$ cat src/rtl/naneye_pkg.sv
// Shared definitions for the NanEye frame capture controller: FSM encoding,
// error flag positions, pixel geometry defaults and the word framing check.
package naneye_pkg;

  typedef enum logic [2:0] {
    ST_IDLE      = 3'd0,
    ST_WAIT_SYNC = 3'd1,
    ST_CAPTURE   = 3'd2,
    ST_FLUSH     = 3'd3,
    ST_FAIL      = 3'd4
  } state_e;

  localparam int ERR_FRAMING  = 0;
  localparam int ERR_SHORT    = 1;
  localparam int ERR_TIMEOUT  = 2;
  localparam int ERR_OVERFLOW = 3;

  localparam int NANEYE_DATA_W       = 10;
  localparam int NANEYE_FIFO_W       = NANEYE_DATA_W + 2;
  localparam int NANEYE_PIX_PER_LINE = 250;
  localparam int NANEYE_LINES        = 250;

  // A sensor word is valid only with a '1' start bit and a '0' stop bit.
  function automatic logic word_framing_ok(input logic start_bit, input logic stop_bit);
    return start_bit & ~stop_bit;
  endfunction

endpackage

$ cat src/rtl/naneye_pix_fifo.sv
// Pixel FIFO holding {sof, eol, data}; the head entry is presented from flops so
// it stays stable under backpressure, and a push into an empty FIFO lands there directly.
module naneye_pix_fifo
  import naneye_pkg::*;
#(
  parameter int DEPTH = 4,
  parameter int W     = NANEYE_FIFO_W
) (
  input  logic         clk_i,
  input  logic         rst_n_i,
  input  logic         flush_i,
  input  logic         push_i,
  input  logic [W-1:0] push_data_i,
  input  logic         pop_ready_i,
  output logic [W-1:0] head_o,
  output logic         valid_o,
  output logic         empty_o,
  output logic         drop_o
);

  localparam int AW = (DEPTH > 1) ? $clog2(DEPTH) : 1;
  localparam int CW = $clog2(DEPTH + 1);

  logic [W-1:0]  mem_q [DEPTH];
  logic [AW-1:0] wr_ptr_q, rd_ptr_q, rd_ptr_d;
  logic [CW-1:0] count_q, count_d, count_left_s;
  logic [W-1:0]  head_q, head_d;
  logic          valid_q, pop_s, full_s, push_ok_s;

  // Occupancy and next head; a full FIFO still accepts a push when the head pops.
  always_comb begin
    pop_s        = valid_q & pop_ready_i;
    full_s       = (count_q == CW'(DEPTH));
    push_ok_s    = push_i & (~full_s | pop_s);
    count_left_s = count_q - CW'(pop_s);
    count_d      = count_left_s + CW'(push_ok_s);
    rd_ptr_d     = rd_ptr_q + AW'(pop_s);
    head_d       = (count_left_s == CW'(0)) ? push_data_i : mem_q[rd_ptr_d];
  end

  // Storage array; contents need no reset because count_q guards every read.
  always_ff @(posedge clk_i) begin
    if (push_ok_s && !flush_i) begin
      mem_q[wr_ptr_q] <= push_data_i;
    end
  end

  // Pointers, count and the registered head.
  always_ff @(posedge clk_i or negedge rst_n_i) begin
    if (!rst_n_i) begin
      wr_ptr_q <= AW'(0);
      rd_ptr_q <= AW'(0);
      count_q  <= CW'(0);
      valid_q  <= 1'b0;
      head_q   <= W'(0);
    end else if (flush_i) begin
      wr_ptr_q <= AW'(0);
      rd_ptr_q <= AW'(0);
      count_q  <= CW'(0);
      valid_q  <= 1'b0;
      head_q   <= W'(0);
    end else begin
      if (push_ok_s) begin
        wr_ptr_q <= wr_ptr_q + AW'(1);
      end
      rd_ptr_q <= rd_ptr_d;
      count_q  <= count_d;
      valid_q  <= (count_d != CW'(0));
      if (count_d != CW'(0)) begin
        head_q <= head_d;
      end
    end
  end

  assign head_o  = head_q;
  assign valid_o = valid_q;
  assign empty_o = (count_q == CW'(0));
  assign drop_o  = push_i & ~push_ok_s & ~flush_i;

endmodule

$ cat src/rtl/naneye_frame_ctrl.sv
// NanEye frame capture controller: sequences one frame per arm, assembles serial
// sensor words into pixels and supervises framing, frame window and bit timeout.
module naneye_frame_ctrl
  import naneye_pkg::*;
#(
  parameter int PIX_PER_LINE = NANEYE_PIX_PER_LINE,
  parameter int LINES        = NANEYE_LINES,
  parameter int WORD_BITS    = 12,
  parameter int TIMEOUT      = 1023,
  parameter int FIFO_DEPTH   = 4
) (
  input  logic                     SCLOCK,
  input  logic                     RESET,
  input  logic                     arm,
  input  logic                     abort,
  input  logic                     frame_sync_start,
  input  logic                     S_DATA,
  input  logic                     S_WREN,
  output logic [NANEYE_DATA_W-1:0] pix_data,
  output logic                     pix_sof,
  output logic                     pix_eol,
  output logic                     pix_valid,
  input  logic                     pix_ready,
  output logic                     busy,
  output logic                     frame_done,
  output logic [3:0]               err_flags
);

  localparam int BW = $clog2(WORD_BITS + 1);
  localparam int PW = $clog2(PIX_PER_LINE + 1);
  localparam int LW = $clog2(LINES + 1);
  localparam int TW = $clog2(TIMEOUT + 1);

  state_e                   state_q, state_d;
  logic [WORD_BITS-2:0]     sr_q, sr_d;
  logic [WORD_BITS-1:0]     word_s;
  logic [BW-1:0]            bit_cnt_q, bit_cnt_d;
  logic [PW-1:0]            pix_cnt_q, pix_cnt_d;
  logic [LW-1:0]            line_cnt_q, line_cnt_d;
  logic [TW-1:0]            tmo_q, tmo_d;
  logic [NANEYE_FIFO_W-1:0] push_word_q, push_word_d, fifo_head_s;
  logic [3:0]               err_q, err_d;
  logic                     sync_q, sof_pend_q, sof_pend_d, push_q, push_d;
  logic                     busy_q, done_q, done_d, flush_s, line_end_s;
  logic                     fifo_empty_s, fifo_drop_s;

  // Next-state logic for the capture sequencer and its datapath.
  always_comb begin
    state_d     = state_q;
    sr_d        = sr_q;
    bit_cnt_d   = bit_cnt_q;
    pix_cnt_d   = pix_cnt_q;
    line_cnt_d  = line_cnt_q;
    tmo_d       = tmo_q;
    sof_pend_d  = sof_pend_q;
    push_d      = 1'b0;
    push_word_d = push_word_q;
    done_d      = 1'b0;
    flush_s     = 1'b0;
    err_d       = err_q;
    err_d[ERR_OVERFLOW] = err_q[ERR_OVERFLOW] | fifo_drop_s;
    word_s      = {sr_q, S_DATA};
    line_end_s  = (pix_cnt_q == PW'(PIX_PER_LINE - 1));
    case (state_q)
      ST_IDLE: begin
        if (arm) begin
          state_d    = ST_WAIT_SYNC;
          err_d      = 4'b0000;
          flush_s    = 1'b1;
          sr_d       = '0;
          bit_cnt_d  = BW'(0);
          pix_cnt_d  = PW'(0);
          line_cnt_d = LW'(0);
        end else begin
          state_d = ST_IDLE;
        end
      end
      ST_WAIT_SYNC: begin
        if (abort) begin
          state_d = ST_FAIL;
        end else if (frame_sync_start && !sync_q) begin
          state_d    = ST_CAPTURE;
          tmo_d      = TW'(0);
          bit_cnt_d  = BW'(0);
          sof_pend_d = 1'b1;
        end else begin
          state_d = ST_WAIT_SYNC;
        end
      end
      ST_CAPTURE: begin
        tmo_d = S_WREN ? TW'(0) : tmo_q + TW'(1);
        if (abort) begin
          state_d = ST_FAIL;
        end else if (S_WREN) begin
          sr_d = word_s[WORD_BITS-2:0];
          if (bit_cnt_q == BW'(WORD_BITS - 1)) begin
            bit_cnt_d = BW'(0);
            if (word_framing_ok(word_s[WORD_BITS-1], word_s[0])) begin
              push_d      = 1'b1;
              push_word_d = {sof_pend_q, line_end_s, word_s[NANEYE_DATA_W:1]};
              sof_pend_d  = 1'b0;
              if (line_end_s) begin
                pix_cnt_d  = PW'(0);
                line_cnt_d = line_cnt_q + LW'(1);
                state_d    = (line_cnt_q == LW'(LINES - 1)) ? ST_FLUSH : ST_CAPTURE;
              end else begin
                pix_cnt_d = pix_cnt_q + PW'(1);
              end
            end else begin
              err_d[ERR_FRAMING] = 1'b1;
              state_d            = ST_FAIL;
            end
          end else begin
            bit_cnt_d = bit_cnt_q + BW'(1);
          end
        end else if (!frame_sync_start) begin
          err_d[ERR_SHORT] = 1'b1;
          state_d          = ST_FAIL;
        end else if (tmo_q == TW'(TIMEOUT - 1)) begin
          err_d[ERR_TIMEOUT] = 1'b1;
          state_d            = ST_FAIL;
        end else begin
          state_d = ST_CAPTURE;
        end
      end
      ST_FLUSH: begin
        // The last pixel may still be in flight to the FIFO when FLUSH begins.
        if (abort) begin
          state_d = ST_FAIL;
        end else if (fifo_empty_s && !push_q) begin
          done_d  = 1'b1;
          state_d = ST_IDLE;
        end else begin
          state_d = ST_FLUSH;
        end
      end
      ST_FAIL: begin
        flush_s = 1'b1;
        state_d = ST_IDLE;
      end
      default: begin
        state_d = ST_IDLE;
      end
    endcase
  end

  // Sequencer state, datapath registers and registered status outputs.
  always_ff @(posedge SCLOCK or negedge RESET) begin
    if (!RESET) begin
      state_q     <= ST_IDLE;
      sr_q        <= '0;
      bit_cnt_q   <= BW'(0);
      pix_cnt_q   <= PW'(0);
      line_cnt_q  <= LW'(0);
      tmo_q       <= TW'(0);
      sync_q      <= 1'b0;
      sof_pend_q  <= 1'b0;
      push_q      <= 1'b0;
      push_word_q <= '0;
      busy_q      <= 1'b0;
      done_q      <= 1'b0;
      err_q       <= 4'b0000;
    end else begin
      state_q     <= state_d;
      sr_q        <= sr_d;
      bit_cnt_q   <= bit_cnt_d;
      pix_cnt_q   <= pix_cnt_d;
      line_cnt_q  <= line_cnt_d;
      tmo_q       <= tmo_d;
      sync_q      <= frame_sync_start;
      sof_pend_q  <= sof_pend_d;
      push_q      <= push_d;
      push_word_q <= push_word_d;
      busy_q      <= (state_d != ST_IDLE);
      done_q      <= done_d;
      err_q       <= err_d;
    end
  end

  naneye_pix_fifo #(
    .DEPTH (FIFO_DEPTH),
    .W     (NANEYE_FIFO_W)
  ) u_fifo (
    .clk_i       (SCLOCK),
    .rst_n_i     (RESET),
    .flush_i     (flush_s),
    .push_i      (push_q),
    .push_data_i (push_word_q),
    .pop_ready_i (pix_ready),
    .head_o      (fifo_head_s),
    .valid_o     (pix_valid),
    .empty_o     (fifo_empty_s),
    .drop_o      (fifo_drop_s)
  );

  assign pix_sof    = fifo_head_s[NANEYE_FIFO_W-1];
  assign pix_eol    = fifo_head_s[NANEYE_FIFO_W-2];
  assign pix_data   = fifo_head_s[NANEYE_DATA_W-1:0];
  assign busy       = busy_q;
  assign frame_done = done_q;
  assign err_flags  = err_q;

endmodule

$ cat config.mk
export PLATFORM = sky130hd
export DESIGN_NAME = naneye_frame_ctrl
export DESIGN_NICKNAME = d
export VERILOG_FILES = /design/src/rtl/naneye_pkg.sv /design/src/rtl/naneye_pix_fifo.sv /design/src/rtl/naneye_frame_ctrl.sv
export SDC_FILE = /design/constraint.sdc
export NUM_CORES = 1
export LEC_CHECK = 0
export ABC_AREA = 1
export CAP_MARGIN = 20
export CELL_PAD_IN_SITES_DETAIL_PLACEMENT = 1
export CELL_PAD_IN_SITES_GLOBAL_PLACEMENT = 2
export CORE_MARGIN = 2
export CORE_UTILIZATION = 35
export CTS_CLUSTER_DIAMETER = 120
export DETAILED_ROUTE_END_ITERATION = 16
export PLACE_DENSITY = 0.8
export SYNTH_ARGS = -nofsm -noshare
export SYNTH_HDL_FRONTEND = slang
export SYNTH_SLANG_ARGS = --single-unit
$ cat constraint.sdc
create_clock -name SCLOCK -period 2.5 [get_ports SCLOCK]
set_clock_uncertainty 0.15 [all_clocks]
set_input_delay 0.5 -clock SCLOCK [delete_from_list [all_inputs] [get_ports SCLOCK]]
set_output_delay 0.5 -clock SCLOCK [all_outputs]
set_load 0.01 [all_outputs]
==> results.md <==
- DRT iter0 DRCs: 214
- Max Root-Sink Buffers: 2
- Leak: 3.405 nW
- Pwr Density: 1105 nW/um^2
- Final wirelength: 15.78 mm
- Unique cell type count in the Yosys netlist: 41
- Dominant cell type by area after synthesis: dfrtp_1
- Seq/Total Area, Yosys: 57.02%
- Tcrit/Tclk final: 94.51%
- Initial Utilization: 35.93%
- Final Wtd Congestion: 0.7860
- DP Area: 7142 sq um
- Critical path launch point type: input port
- Syn-to-layout area delta: 24.45%
- Critical path's most frequent cell: nand2_1
- Antenna-violating nets left: 0
- Final Hold Vio Count: 0
- Peak VDD IR: 0.5239 mV
- Commonest non-fill, non-tap cell in the layout: nor2_1
- Warnings, synthesis: 0
- Clk sink count: 133
- Die Height: 137.7 um
- Vias in the first global route: 5225
- DP HPWL: 11.39 mm
- Post-synthesis cell count: 658
- Htree depth: 4
- Core area: 17420 sq um
- Ranking of synthesized cells by area: dfrtp_1, edfxtp_1, nor2_1
- Ant. Diodes: 0
- DIE AREA: 18970 sq um
- Busiest grt layer: met2
- Mapped cell area: 6259 sq um
- Status: finished, final reports clean
- Post-synth EDFFs: 48
- Total Power: 8.608 mW
- Crit Path Class: in2reg
- Number of I/O port buffers: 26
- Crit-path cells: clkdlybuf4s50_1, nand2_1, inv_1, ha_1, ha_1, clkinv_1, ha_2, nor2_4, nand2_1, nand2_1, buf_4, o31ai_2
- Commonest cells after routing, fill and taps aside: nor2_1, dfrtp_1, nand2_1, inv_1, o21ai_0
- Worst EP required: 2.67 ns
- Top-area cell type share of the netlist area: 33.99%
- Crit-path slowest cell: clkdlybuf4s50_1
- Synth Flop Type: dfrtp_1
- Global Route met2 Usage: 32.48%
- Hold WS: 0.3413 ns
- First-pass GRT wire length: 26.48 mm
- First-pass iteration count of the detailed router: 4
- Worst EP arrival: 2.53 ns
- Clock latency on the worst-skew pair: 0.42 ns
- Cts bufs inserted: 17
- Share of cells above drive strength 1: 13.26%
- Crit path time final: 2.363 ns
- Maximum clock frequency: 423.3 MHz
- Dpl ws: -0.3696 ns
- Worst Hold Class: reg2reg
- Worst-path clk slew: 0.06 ns
- FF+latch count, synth: 133
- Critical Path Fanout Max: 5
- Crit. End Element: register
- Max-slew headroom: 69.53%
- Slew Limit Fails: 0
- Critical Path Max Stage Delay: 0.40 ns
- Final setup viols: 0
- Via Count: 4794
- WL/cell: 16.37 um
- GRT Total Usage: 18.35%
- Die Width: 137.7 um
- Grt met1 use: 22.14%
- Largest net degree at the start of global routing: 52
- Rows: 48
- Grt total ovfl: 0
- Worst Tran Pin Value: 0.4529 ns
- I/O pin cnt: 27
- Initial antenna violation count: 0
- Design area: 7789 sq um
- Mapped Avg Cell Area: 9.511 sq um
- CTS tree: yes
- Syn nets: 682
- Post-route worst setup slack: 0.1373 ns
- Met3 GRT Util: 4.562%
- Net count reported at finish: 750
- Max cap viols: 0
- Asr flop ratio synth: 63.91%
- DRC violations left: 0
- Via density per instance: 4.973
- Reg2Reg Setup Slack: 0.18 ns
- Clock Root Buffer: clkbuf_16
-- critical path, delay by kind of cell --
family	cells	cell delay, ns
AOI/OAI and AO/OA	1	0.20
adders and majority gates	3	0.83
and+or+nand+nor	4	0.28
buffers and inverters	4	0.73
-- power breakdown --
group	internal [mW]	leakage, nW	switching [mW]
registers	2.46	1.63	0.163
clock network	1.67	0.290	0.928
logic	1.39	1.49	2.00
total	5.52	3.41	3.09
-- area by class of cell --
type                    count  area [sq um]
fillers                  1976          9628
inverters                  95         361.6
clock buffers              20         436.7
multi-input cells         415          2267
repair buffers             64         695.7
well taps                 225         281.5
flip-flops and latches    133          3568
clock inverters            12         177.7
-- final timing paths --
kind / from / to / cells after the start
min in group asynchronous: RESET / line_cnt_q[3] / 2
setup / recovery: pix_ready / u_fifo.head_o[3] / 12
hold / removal: sr_q[8] / push_word_q[8] / 2
setup reg to reg: u_fifo.valid_o / u_fifo.head_o[3] / 11
hold reg to reg: sr_q[8] / push_word_q[8] / 2
max in group asynchronous: RESET / push_word_q[2] / 3
-- metal layers --
layer / wire length, um / share of wire [%]
met3: 356 / 2.3
met4: 146 / 0.93
met5: 0 / 0
met1: 7059 / 45
met2: 8219 / 52
-- synth_stat cells, types with 2 or more instances --
| master | instances |
|---|---|
| nand4_1 | 12 |
| o21ai_0 | 58 |
| dfrtp_1 | 85 |
| o22ai_1 | 5 |
| inv_1 | 82 |
| o21ai_1 | 13 |
| nand2_1 | 84 |
| buf_6 | 2 |
| nand2_2 | 4 |
| clkinv_1 | 2 |
| buf_2 | 9 |
| nor3_1 | 5 |
| xor2_1 | 11 |
| a21oi_1 | 33 |
| inv_2 | 9 |
| o31ai_1 | 13 |
| clkbuf_1 | 3 |
| xnor2_1 | 3 |
| nor2_1 | 95 |
| nor4_1 | 6 |
| inv_4 | 2 |
| nor3_4 | 3 |
| nand2_4 | 4 |
| nand3_1 | 35 |
| edfxtp_1 | 48 |
| ha_1 | 16 |
| a2bb2oi_1 | 2 |
-- sequential cells by signal (all words and copies together) (netlist names) --
name and count:
bit_cnt_q 4, busy 1, err_flags 4, frame_done 1, line_cnt_q 8, pix_cnt_q 8, push_q 1, push_word_q 12
sof_pend_q 1, sr_q 11, state_q 3, sync_q 1, tmo_q 10, u_fifo.count_q 3, u_fifo.head_o 12, u_fifo.mem_q 48
u_fifo.rd_ptr_q 2, u_fifo.valid_o 1, u_fifo.wr_ptr_q 2
-- cell families after synthesis --
logic type                 Yosys count  synth area share (%)
and+or+nand+nor                    252                 18.51
DFF                                133                 57.02
AOI/OAI and AO/OA                  131                 11.56
buffers and inverters              110                 7.157
adders and majority gates           16                 3.199
xor gates and xnor gates            15                 2.399
muxes                                1                0.1599
-- per-stage QoR --
| step | TNS [ns] | utilization (%) | instances |
|---|---|---|---|
| 6_report | 0 | 44.72 | 964 |
| 5_1_grt | -0.004668 | 44.72 | 964 |
| 4_1_cts | 0 | 44.59 | 964 |
| 3_5_place_dp | -5.849 | 41.01 | 931 |
| 3_3_place_gp | -4.194 | 41.01 | 931 |
| 2_1_floorplan | 0 | - | 658 |
-- timing repair --
item                                    CTS  global route
setup buffers                             0             0
resized for setup                         0             5
hold buffers                              1             0
endpoints found under the setup margin    0            12
hold endpoints to repair                 26             0
Note: power is estimated with default switching activity, not from simulation.
==> RTL change 1: new RTL, same settings <==
Put one more register stage on the output `err_flags`, with the module's reset. The value now appears one clock later. The other outputs are not delayed to match.
--- a/src/rtl/naneye_frame_ctrl.sv
+++ b/src/rtl/naneye_frame_ctrl.sv
@@ -200,3 +200,9 @@
   assign frame_done = done_q;
-  assign err_flags  = err_q;
+  always_ff @(posedge SCLOCK or negedge RESET) begin
+    if (!RESET) begin
+      err_flags <= '0;
+    end else begin
+      err_flags <= err_q;
+    end
+  end
 
Check against the original RTL: not equivalent (a bounded check fails within 4 cycles, from zero or initial values and one cycle with RESET low).
==> RTL change 1 against the unedited design <==
Sequential cell count increased by 4; area after synthesis increased by 1.8%; total power decreased by 9.5%; setup slack improved by 0.066 ns; cell area decreased by 0.39%; maximum frequency increased by 2.9%; die area increased by 1.8%; wire length about the same; critical path type unchanged.
==> RTL change 1: results (changes against the unedited design) <==
==================================================================================
Startpoint of the most critical hold path                                 err_q[3]
EDFF count, synth                                                               48   unchanged
WP data arrival                                                            2.47 ns   -0.06 ns
Met2 capacity usage during global routing                                    0.306   -0.0188
Antenna violations before repair                                                 0   unchanged
# resized after CTS                                                              0   unchanged
Sequential power                                                           2680 uW   +2%
Reg-to-reg setup timing slack                                              0.30 ns   +0.12 ns
CTS Root Cell                                                            clkbuf_16
Filler-free cell count of the finished design                                  981   +1.8%
Met3 Resource Use GR                                                        0.0345   -0.0111
Combinational Power                                                        2500 uW   -26%
Initial DRT Pass Iterations                                                      4   unchanged
Clock Pin Slew Worst Setup and Hold Paths                                  0.07 ns
Wire length of the first global-routing pass                              27300 um   +3.0%
Total cell area at the placement stage                                   7140 um^2   about the same
Share of final-layout standard cells stronger than drive strength 1          0.122   -0.0103
Internal power consumption                                                 5090 uW   -7.8%
CP delay by family, top                                                adder cells
Clock insertion delay at the later pin of the skew report                  0.43 ns
GPL Wtd Cong                                                                 0.799   +1.7%
Number of global-route vias before repair                                     5419   +3.7%
Maximum number of pins on one net before global-route repair                    90   +73%
Placed cell count                                                              948   +1.8%
Setup violations, final                                                          0   unchanged
Sequential share of the synthesized area                                     0.576   +0.00563
Worst IR drop on VDD                                                      0.550 mV   +5.1%
Headroom to the max-slew limit                                               0.657   -0.0381
Number of instances on the worst hold path                                       0   -2
Count of unique library cells instantiated by Yosys                             32   -22%
Async set or reset register ratio after synthesis                            0.650   +0.0105
Fill cells                                                                    2056   +4.0%
Met1 usage                                                                   0.217   -0.00467
GRT Overall Usage                                                            0.175   -0.00839
Dpl hpwl                                                                  11200 um   -1.3%
Switching Fraction                                                           0.346   -0.0124
Leakage power summed over all cells                                     0.00322 uW   -5.3%
Vias                                                                          4912   +2.5%
Gate count of the mapped netlist                                               680   +3.3%
Number of DRC violations after detailed-routing iteration 0                    227   +6.1%
Outcome                                                               complete, no violations
Endpoint with the worst hold slack                                    err_flags[3]
Critical register-to-register path endpoint                           u_fifo.head_o[8]
Syn Nets                                                                       704   +3.2%
Number of buffers added to fix hold violations after cts                         1   unchanged
Average wire per standard cell                                             16.1 um   -1.8%
Main area contributors after synthesis                                dfrtp_1 35%, edfxtp_1 23%, nor2_1 5.8%
Maximum fanout along the worst path                                             11   +6
Total setup buffers inserted after CTS                                           0   unchanged
Final Net Count                                                                763   +1.7%
Most numerous cell types in the synthesized netlist                   99 x nor2_1, 96 x nand2_1, 89 x dfrtp_1
==================================================================================
-- RTL change 1: changes by cell type after synthesis, moves of 3 or more --
cell	unedited run	this run
clkbuf_1	3	15
nand2_1	84	96
o21ai_0	58	70
o21ai_1	13	2
nand4_1	12	21
nor4_1	6	12
dfrtp_1	85	89
inv_2	9	5
nor2_1	95	99
buf_2	9	6
inv_1	82	79
nand3_1	35	32
-- RTL change 1: worst max-delay path by stage --
stage	from	endpoint	slack, ns	cells past startpoint
floorplan	pix_ready	u_fifo.head_o[10]	0.03	11
global placement	pix_ready	u_fifo.head_o[6]	-0.16	11
detailed placement	pix_ready	u_fifo.head_o[8]	-0.26	11
CTS	pix_ready	u_fifo.head_o[8]	0.16	11
global route	pix_ready	u_fifo.head_o[8]	0.001	12
finish	pix_ready	u_fifo.head_o[8]	0.20	12
-- RTL change 1: stage by stage --
stage	hold slack, ns	setup slack [ns]
floorplan	0.0544	0.0291
global placement	0.216	-0.159
detailed placement	0.217	-0.263
CTS	0.232	0.162
global route	0.245	0.00116
finish	0.228	0.203
-- RTL change 1: logic make-up after synthesis --
family	synth area share
compound gates	0.107
xor+xnor	0.0151
fa+ha+maj	0.0314
buf+inv	0.0683
flops	0.576
simple gates	0.203
-- RTL change 1: routing by layer --
| metal | up-vias | routed length (um) |
|---|---|---|
| met5 | - | 0 |
| met4 | 0 | 269 |
| met3 | 20 | 315 |
| met2 | 43 | 7980 |
| met1 | 2451 | 7200 |
| li1 | 2398 | - |
-- RTL change 1: area by class of cell --
type	instances	area (um^2)	share of cell area
sequential	137	3670	0.473
multi-input combinational	435	2270	0.293
timing repair buffer	64	608	0.0784
clock buffer	18	429	0.0553
inverter	84	315	0.0406
tap	229	287	0.0369
clock inverter	14	179	0.0231
==> RTL change 2: new RTL, same flow settings <==
Made on the original files. Change the package constant `NANEYE_PIX_PER_LINE` from 250 to 125.
--- a/src/rtl/naneye_pkg.sv
+++ b/src/rtl/naneye_pkg.sv
@@ -19,3 +19,3 @@
   localparam int NANEYE_FIFO_W       = NANEYE_DATA_W + 2;
-  localparam int NANEYE_PIX_PER_LINE = 250;
+  localparam int NANEYE_PIX_PER_LINE = 125;
   localparam int NANEYE_LINES        = 250;
Check against the original RTL: same outputs for any inputs over 10 cycles, from zero or initial values and one cycle with RESET low; that may be too few to reach the edited logic, so the function may still have changed.
==> RTL change 2 against the unedited design <==
Setup slack got worse by 0.066 ns; total power decreased by 11%; cell area decreased by 3.1%; maximum frequency shrank 2.7%; wire length is 8.4% lower; core utilization fell by 0.93 points; area after synthesis shrank 1.7%; register-to-register slack lost 0.02 ns; sequential cell count shrank 1; largest power group unchanged.
==> RTL change 2: results (changes against the unedited design) <==
===========================================================================
Via-per-instance ratio                                                 4.77   -4.2%
Final Routed Wirelength                                            14500 um   -8.4%
Leakage power summed over all cells                              0.00327 uW   -4.0%
Non-clock buffering overhead                                         0.0769   -0.0124
Xor/xnor share of the synthesized area                               0.0142   -0.00975
Synthesized-area fraction occupied by adder cells                    0.0325   +0.000560
Syn Nets                                                                706   +3.5%
Placed cell count                                                       943   +1.3%
Most numerous cell types in the synthesized netlist            108 x inv_1, 99 x nor2_1, 90 x nand2_1
Number of non-clock buffers                                              59   -7.8%
Outcome                                                        complete, no violations
Non-clk invs                                                            110   +16%
Average wire per standard cell                                      14.8 um   -9.8%
Sequential standard cell area                                     3540 um^2   -0.70%
Gate count of the mapped netlist                                        682   +3.6%
Total of flip-flops plus latches after synthesis                        132   -0.75%
Maximum number of pins on one net before global-route repair             38   -27%
Worst setup timing slack at the placement stage                   -0.352 ns   +0.0173 ns
Worst IR drop on VDD                                               0.524 mV   about the same
Async set or reset register ratio after synthesis                     0.636   -0.00273
Total cell area at the placement stage                            6900 um^2   -3.4%
Area enclosed by the die boundary                                18700 um^2   -1.7%
Fill cells                                                             2009   +1.7%
Multi-input gate area                                             2120 um^2   -6.3%
WP data arrival                                                     2.58 ns   +0.05 ns
Number of DRC violations after detailed-routing iteration 0             176   -18%
Headroom to the max-slew limit                                        0.664   -0.0317
GPL Wtd Cong                                                          0.780   -0.74%
ClkCell Share                                                        0.0796   +0.000700
Final Net Count                                                         765   +2.0%
Sequential share of the synthesized area                              0.576   +0.00591
Dpl hpwl                                                           10300 um   -10%
Mux share of post-synthesis cell area                               0.00163   +0.0000280
===========================================================================
[RTL change 2: path summary, 6_finish.rpt]
path	slack [ns]	cells past startpoint	from	endpoint
worst max-delay path	0.07	14	pix_ready	u_fifo.head_o[3]
worst min-delay path	0.35	2	err_flags[3]	err_flags[3]
worst max register to register	0.16	13	u_fifo.valid_o	u_fifo.head_o[3]
worst min register to register	0.35	2	err_flags[3]	err_flags[3]
max in group asynchronous	1.18	3	RESET	tmo_q[5]
min in group asynchronous	0.43	2	RESET	u_fifo.head_o[8]
[RTL change 2: kinds of logic after synthesis]
logic type | after synthesis
and+or+nand+nor | 259
xor gates and xnor gates | 10
buffers and inverters | 129
DFF | 132
AOI/OAI and AO/OA | 135
muxes | 1
adders and majority gates | 16
[RTL change 2: where the power goes]
part	internal (uW)	switching, uW	total, uW
combinational	1080	1530	2610
clock	1540	1010	2550
sequential	2410	112	2520
total	5030	2650	7680
[RTL change 2: critical path, delay by kind of cell]
kind / cells / cell delay [ns]
adder cells (fa/ha/maj): 3 / 0.77
buffers and inverters: 5 / 0.76
AND/OR/NAND/NOR: 5 / 0.45
AO/OA/AOI/OAI: 1 / 0.09
[RTL change 2: what timing repair did]
item / in CTS / in global routing
resized for setup: 0 / 4
setup endpoints to repair: 0 / 12
hold buffers: 1 / 0
hold endpoints to repair: 35 / 0
setup buffers: 0 / 3
[RTL change 2: layer usage]
metal  GRT usage  vias to the layer above  routed length [um]
li1            -                     2335                   -
met4      0.0654                        0                 203
met2       0.300                       43                7400
met1       0.207                     2272                6510
met3      0.0400                       15                 343
met5           0                        -                   0
[RTL change 2: stage by stage]
step,total power [uW],utilization
floorplan,4080,-
global placement,5000,0.400
detailed placement,5100,0.400
CTS,7720,0.436
global route,8230,0.438
finish,7680,0.438
